## src/rtl/multicycle_cpu.sv

```systemverilog
// Multicycle MIPS-subset core: FETCH/DECODE/EXEC/MEM/WB/HALT controller with a
// single shared request/ack memory port and registered bus outputs.
module multicycle_cpu #(
    parameter int                ADDR_W   = 32,   // 16..32
    parameter logic [ADDR_W-1:0] RESET_PC = '0,
    parameter int                NREG     = 32    // power of two, 2..32
) (
    input  logic              clk,
    input  logic              rst,
    output logic              mem_req,
    output logic              mem_we,
    output logic [ADDR_W-1:0] mem_addr,
    output logic [31:0]       mem_wdata,
    input  logic [31:0]       mem_rdata,
    input  logic              mem_ack,
    output logic              Jump,
    output logic              halted,
    output logic [ADDR_W-1:0] pc_out
);

    localparam int RIDX_W = (NREG > 1) ? $clog2(NREG) : 1;

    localparam logic [5:0] OP_RTYPE = 6'b000000;
    localparam logic [5:0] OP_LW    = 6'b100011;
    localparam logic [5:0] OP_SW    = 6'b101011;
    localparam logic [5:0] OP_BEQ   = 6'b000100;
    localparam logic [5:0] OP_J     = 6'b000010;
    localparam logic [5:0] OP_ADDI  = 6'b001000;

    localparam logic [5:0] F_ADD = 6'b100000;
    localparam logic [5:0] F_SUB = 6'b100010;
    localparam logic [5:0] F_AND = 6'b100100;
    localparam logic [5:0] F_OR  = 6'b100101;
    localparam logic [5:0] F_SLT = 6'b101010;

    localparam logic [ADDR_W-1:0] LOW28 = ADDR_W'(32'h0FFF_FFFF);

    typedef enum logic [2:0] {FETCH, DECODE, EXEC, MEM, WB, HALT} state_t;

    state_t             state_q;
    logic [ADDR_W-1:0]  pc_q, target_q, mem_addr_q;
    logic [31:0]        ir_q, mdr_q, alu_q, a_q, b_q, mem_wdata_q;
    logic               mem_req_q, mem_we_q, jump_q, halted_q;
    logic [31:0]        regs_q [NREG];

    logic [5:0]         opcode, funct;
    logic [RIDX_W-1:0]  rs_idx, rt_idx, rd_idx, wb_idx;
    logic [31:0]        imm_sext, alu_d, wb_data;
    logic               is_legal;
    logic [ADDR_W-1:0]  branch_off, jump_tgt, eff_addr;

    assign opcode   = ir_q[31:26];
    assign funct    = ir_q[5:0];
    assign rs_idx   = ir_q[21 +: RIDX_W];
    assign rt_idx   = ir_q[16 +: RIDX_W];
    assign rd_idx   = ir_q[11 +: RIDX_W];
    assign imm_sext = {{16{ir_q[15]}}, ir_q[15:0]};

    assign is_legal = (opcode == OP_RTYPE) ? (funct inside {F_ADD, F_SUB, F_AND, F_OR, F_SLT})
                                           : (opcode inside {OP_LW, OP_SW, OP_BEQ, OP_J, OP_ADDI});

    // PC here is already the incremented value, as MIPS branch/jump semantics expect.
    assign branch_off = ADDR_W'({imm_sext[29:0], 2'b00});
    assign jump_tgt   = (pc_q & ~LOW28) | ADDR_W'({ir_q[25:0], 2'b00});
    assign eff_addr   = {alu_d[ADDR_W-1:2], 2'b00};

    assign wb_idx  = (opcode == OP_RTYPE) ? rd_idx : rt_idx;
    assign wb_data = (opcode == OP_LW) ? mdr_q : alu_q;

    // NOTE: every always_comb output gets a default first so no path leaves it unassigned (no latch).
    always_comb begin
        alu_d = a_q + imm_sext;
        if (opcode == OP_RTYPE) begin
            case (funct)
                F_SUB:   alu_d = a_q - b_q;
                F_AND:   alu_d = a_q & b_q;
                F_OR:    alu_d = a_q | b_q;
                F_SLT:   alu_d = {31'd0, $signed(a_q) < $signed(b_q)};
                default: alu_d = a_q + b_q;
            endcase
        end
    end

    // NOTE: all sequential state uses non-blocking assignments so every register sees pre-edge values.
    always_ff @(posedge clk or negedge rst) begin
        if (!rst) begin
            state_q     <= FETCH;
            pc_q        <= RESET_PC;
            target_q    <= '0;
            ir_q        <= '0;
            mdr_q       <= '0;
            alu_q       <= '0;
            a_q         <= '0;
            b_q         <= '0;
            mem_req_q   <= 1'b0;
            mem_we_q    <= 1'b0;
            mem_addr_q  <= '0;
            mem_wdata_q <= '0;
            jump_q      <= 1'b0;
            halted_q    <= 1'b0;
            // NOTE: the register file is reset explicitly; it is small flops, not a RAM macro.
            for (int i = 0; i < NREG; i++) regs_q[i] <= '0;
        end else begin
            jump_q <= 1'b0;
            case (state_q)
                FETCH: begin
                    if (!mem_req_q) begin
                        // First cycle after reset: raise the fetch request.
                        mem_req_q  <= 1'b1;
                        mem_we_q   <= 1'b0;
                        mem_addr_q <= pc_q;
                    end else if (mem_ack) begin
                        ir_q      <= mem_rdata;
                        pc_q      <= pc_q + ADDR_W'(4);
                        mem_req_q <= 1'b0;
                        state_q   <= DECODE;
                    end
                end
                DECODE: begin
                    a_q      <= regs_q[rs_idx];
                    b_q      <= regs_q[rt_idx];
                    target_q <= pc_q + branch_off;
                    if (!is_legal) begin
                        halted_q <= 1'b1;
                        state_q  <= HALT;
                    end else if (opcode == OP_J) begin
                        pc_q       <= jump_tgt;
                        jump_q     <= 1'b1;
                        mem_req_q  <= 1'b1;
                        mem_we_q   <= 1'b0;
                        mem_addr_q <= jump_tgt;
                        state_q    <= FETCH;
                    end else begin
                        state_q <= EXEC;
                    end
                end
                EXEC: begin
                    alu_q <= alu_d;
                    case (opcode)
                        OP_BEQ: begin
                            if (a_q == b_q) pc_q <= target_q;
                            mem_req_q  <= 1'b1;
                            mem_we_q   <= 1'b0;
                            mem_addr_q <= (a_q == b_q) ? target_q : pc_q;
                            state_q    <= FETCH;
                        end
                        OP_LW, OP_SW: begin
                            mem_req_q   <= 1'b1;
                            mem_we_q    <= (opcode == OP_SW);
                            mem_addr_q  <= eff_addr;
                            mem_wdata_q <= b_q;
                            state_q     <= MEM;
                        end
                        default: state_q <= WB;
                    endcase
                end
                MEM: begin
                    if (mem_ack) begin
                        mem_we_q <= 1'b0;
                        if (opcode == OP_SW) begin
                            mem_addr_q <= pc_q;
                            state_q    <= FETCH;
                        end else begin
                            mdr_q     <= mem_rdata;
                            mem_req_q <= 1'b0;
                            state_q   <= WB;
                        end
                    end
                end
                WB: begin
                    if (wb_idx != '0) regs_q[wb_idx] <= wb_data;
                    mem_req_q  <= 1'b1;
                    mem_we_q   <= 1'b0;
                    mem_addr_q <= pc_q;
                    state_q    <= FETCH;
                end
                HALT: state_q <= HALT;
                default: begin
                    halted_q <= 1'b1;
                    state_q  <= HALT;
                end
            endcase
        end
    end

    assign mem_req   = mem_req_q;
    assign mem_we    = mem_we_q;
    assign mem_addr  = mem_addr_q;
    assign mem_wdata = mem_wdata_q;
    assign Jump      = jump_q;
    assign halted    = halted_q;
    assign pc_out    = pc_q;

endmodule
```

## config.mk

```make
export PLATFORM = sky130hd
export DESIGN_NAME = multicycle_cpu
export DESIGN_NICKNAME = d
export VERILOG_FILES = /design/src/rtl/multicycle_cpu.sv
export SDC_FILE = /design/constraint.sdc
export NUM_CORES = 2
export LEC_CHECK = 0
export CORE_MARGIN = 4
export CORE_UTILIZATION = 46
export DETAILED_ROUTE_END_ITERATION = 10
export PLACE_DENSITY_LB_ADDON = 0.05
export SYNTH_ARGS = -nofsm -noshare
export SYNTH_HDL_FRONTEND = slang
export SYNTH_SLANG_ARGS = --single-unit
```

## constraint.sdc

```tcl
create_clock -name clk -period 3.1 [get_ports clk]
set_input_delay 0.93 -clock clk [delete_from_list [all_inputs] [get_ports clk]]
set_output_delay 0.93 -clock clk [all_outputs]
set_load 0.03 [all_outputs]
```

==> impl_results.md <==
- Peak supply drop: ~0.00063 V
- Syn nets: 6,942
- Worst skew pair latency: 0.80 ns
- Initial antenna violation count: 14
- Final worst path period share: 1.039
- Crit Path Class: reg2reg
- Synth area leader: dfrtp_1
- Arr. time, crit path: 3.88 ns
- Clk slew on worst S/H paths: approximately 0.06 ns
- Routed WL: 273.6 mm
- Synth Flop Type: dfrtp_1
- DRT iter0 DRCs: between 5,000 and 6,000
- Initial Util: 0.4652
- Slew Limit Fails: 0
- Violated checks: negative setup slack
- EDFF count, synth: 0
- Post-route ant nets: 0
- Crit path max fanout: 7
- Reg2Reg Setup Slack: -0.12 ns
- Crit path time final: 3.222 ns
- Syn avg cell area: around 11 um^2
- CTS tree: done
- Cell Chain, Critical Path: inv_1, ha_4, buf_4, o211ai_1, o21a_1, buf_4, a21bo_2, nand4_1, a31oi_1, buf_4, nor2_1, nand3_1, nor3b_2, o32ai_2, buf_4, o21ai_2
- Sink Count: 1,319
- Die Ht: between 400 and 500 um
- Avg WL per Cell: 28.92 um
- DR vias/cell: 6.145
- Crit end category: flop
- GRT Util Overall: 0.3288
- Worst R2R Start: b_q[5]$_DFFE_PN0P_
- FF+latch count, synth: 1,319
- Pwr per Cell Area: 1077 mW/mm^2
- Number of top-level pins: 135
- Syn. warnings: 0
- Vias in the first global route: 58,150
- Core area: 0.1569 mm^2
- Slowest cell on the critical path: dfrtp_1
- P_leak: ~40 nW
- NumNets Final: 7,468
- FF-to-FF path depth: 16
- DR pass1 iterations: 6
- # fillers: roughly 13,000
- Die area: 0.1651 mm^2
- Count of input and output buffers: 134
- RSZ-0062 raised after global routing: yes
- Slew @ Worst Pin: 0.7161 ns
- Worst reg2reg endpoint: alu_q[28]$_DFFE_PN0P_
- Largest cells by area after synthesis: dfrtp_1, mux4_2, o21ai_0
- Total number of vias: ~58,000
- CP max stage delay: 0.35 ns
- Maximum clock rate: 310.4 MHz
- Placed cells: 9,121
- Worst path most repeated cell: buf_4
- Top cells by count, synth: dfrtp_1, nand2_1, o21ai_0, mux4_2, a21oi_1
- Final Skew: just over 0.05 ns
- Clk buf depth: 3
- CTS Buf Count: 154
- Final setup vio count: 6
- Final worst-path setup slack: -0.1219 ns
- Post-DP HPWL: 184.8 mm
- Unique masters post-synth: 95
- Ys async rst share: 1.000
- Final Cell Area: 0.09021 mm^2
- Growth of design area from synthesis to finish: 23.57%
- Status: finished with violations
- GPL Wtd Cong: about 0.96
- CTS Root Cell: clkbuf_16
- Sequential-to-total area share from yosys stat: 0.4521
- Worst EP required: 3.76 ns
- Grt ovf: 0
- Mapped Cells: 6,746
- Synth top area share: 0.4521
- Crit start category: flop
- Residual DRC count: 0
- # H-tree levels: 4
- Die width: ~410 um
- Final Non-Filler Cells: 9,460
- Largest net degree at the start of global routing: 119
- Worst Hold Class: in2async
- Most common cell in the netlist: dfrtp_1
- Fin. Hold Viols: 0
- Dpl cell area: between 0.08 and 0.09 mm^2
- Maxcap violations: 0
- Synth Cell Area: 0.07300 mm^2
- Global-route wire length before repair: between 300 and 400 mm
- Ratio of cells with drive above 1 in the final layout: 0.2881
- Std cell rows: around 150
- Slew HR: 0.5225
[registers in the layout (all words and copies together) (netlist names)]
name and count:
Jump 1, a_q 32, alu_q 32, b_q 32, halted 1, ir_q 32, mdr_q 32, mem_addr 32
mem_req 1, mem_wdata 32, mem_we 1, pc_out 32, regs_q 1024, state_q 3, target_q 32
[per-layer routing]
metal | share of wire | vias to the layer above | GRT usage | wire (um)
met5 | 0.000048 | - | 0 | 13
met4 | 0.033 | 2 | 0.09812 | 8939
met3 | 0.064 | 448 | 0.04823 | 17560
met2 | 0.48 | 2106 | 0.5373 | 130600
met1 | 0.43 | 29840 | 0.4594 | 116400
li1 | - | 25730 | - | -
[logic make-up after synthesis]
kind of cell               synth area share
DFF                                  0.4521
adders and majority gates           0.02814
AOI/OAI and AO/OA                    0.1446
muxes                                0.2301
xor gates and xnor gates           0.008638
buffers and inverters               0.03909
and+or+nand+nor                     0.09721
[layout by cell type, fill, tap and decap left out, drive strengths merged, types with 20 or more instances in the layout]
cell type,count
dfrtp,1319
mux4,640
nand3,35
nor3,37
a21o,44
clkdlybuf4s50,132
o22ai,21
clkinv,28
a221oi,33
nand2,979
xnor2,41
mux2,96
nor2,504
o211ai,35
o21ai,985
nand2b,22
nor2b,24
a21oi,500
ha,157
nor4,20
a31oi,28
clkbuf,239
inv,120
a211oi,34
xor2,31
buf,853
mux2i,130
and3,25
[area by class of cell]
class	instances	area (um^2)	area share
Multi-Input combinational cell	4689	38650	0.4284
Clock buffer	233	4596	0.05094
Tap cell	2058	2575	0.02854
Timing Repair Buffer	992	10240	0.1135
Inverter	116	444.2	0.004924
Clock inverter	47	645.6	0.007157
Sequential cell	1319	33050	0.3663
Antenna cell	6	15.01	0.0001664
[worst max-delay path by stage]
stage	end	start	slack (ns)
detailed placement	alu_q[27]$_DFFE_PN0P_	a_q[1]$_DFFE_PN0P_	-0.47
finish	alu_q[28]$_DFFE_PN0P_	b_q[5]$_DFFE_PN0P_	-0.12
floorplan	target_q[30]$_DFFE_PN0P_	ir_q[15]$_DFFE_PN0P_	0.04
global placement	alu_q[28]$_DFFE_PN0P_	a_q[0]$_DFFE_PN0P_	-0.44
CTS	alu_q[26]$_DFFE_PN0P_	a_q[0]$_DFFE_PN0P_	-0.07
global route	alu_q[26]$_DFFE_PN0P_	b_q[0]$_DFFE_PN0P_	-0.26
[worst max-delay path, delay by kind of cell, from the launching register on]
family	cells	cell delay (ns)
and+or+nand+nor	4	0.63
DFF	1	0.35
buffers and inverters	5	0.72
adders and majority gates	1	0.35
AOI/OAI and AO/OA	6	1.06
[through the flow]
stage | setup TNS, ns | worst slack (ns) | utilization | hold WS (ns) | power (mW)
floorplan | 0 | 0.04114 | - | 0.4385 | 54.63
global placement | -9.876 | -0.4434 | 0.5293 | 0.3770 | 75.08
detailed placement | -12.27 | -0.4650 | 0.5293 | 0.3833 | 75.71
CTS | -0.3363 | -0.06724 | 0.5676 | 0.08207 | 95.79
global route | -3.189 | -0.2561 | 0.5747 | 0.09612 | 102.2
finish | -0.4349 | -0.1219 | 0.5748 | 0.1071 | 97.19
[where the power goes]
part / switching (mW) / internal (mW) / leakage (nW)
clock: 7.83 / 11.2 / 2.57
combinational: 27.1 / 23.3 / 18.5
sequential: 4.97 / 22.8 / 17.8
[timing repair]
item                       CTS  global route
buffers inserted            19            29
pin swaps                   45            89
gates resized for setup    106           176
gates cloned                 3             8
hold buffers                 0             0
setup endpoints to repair  186           148
No activity file was read; power rests on OpenSTA's default activity.
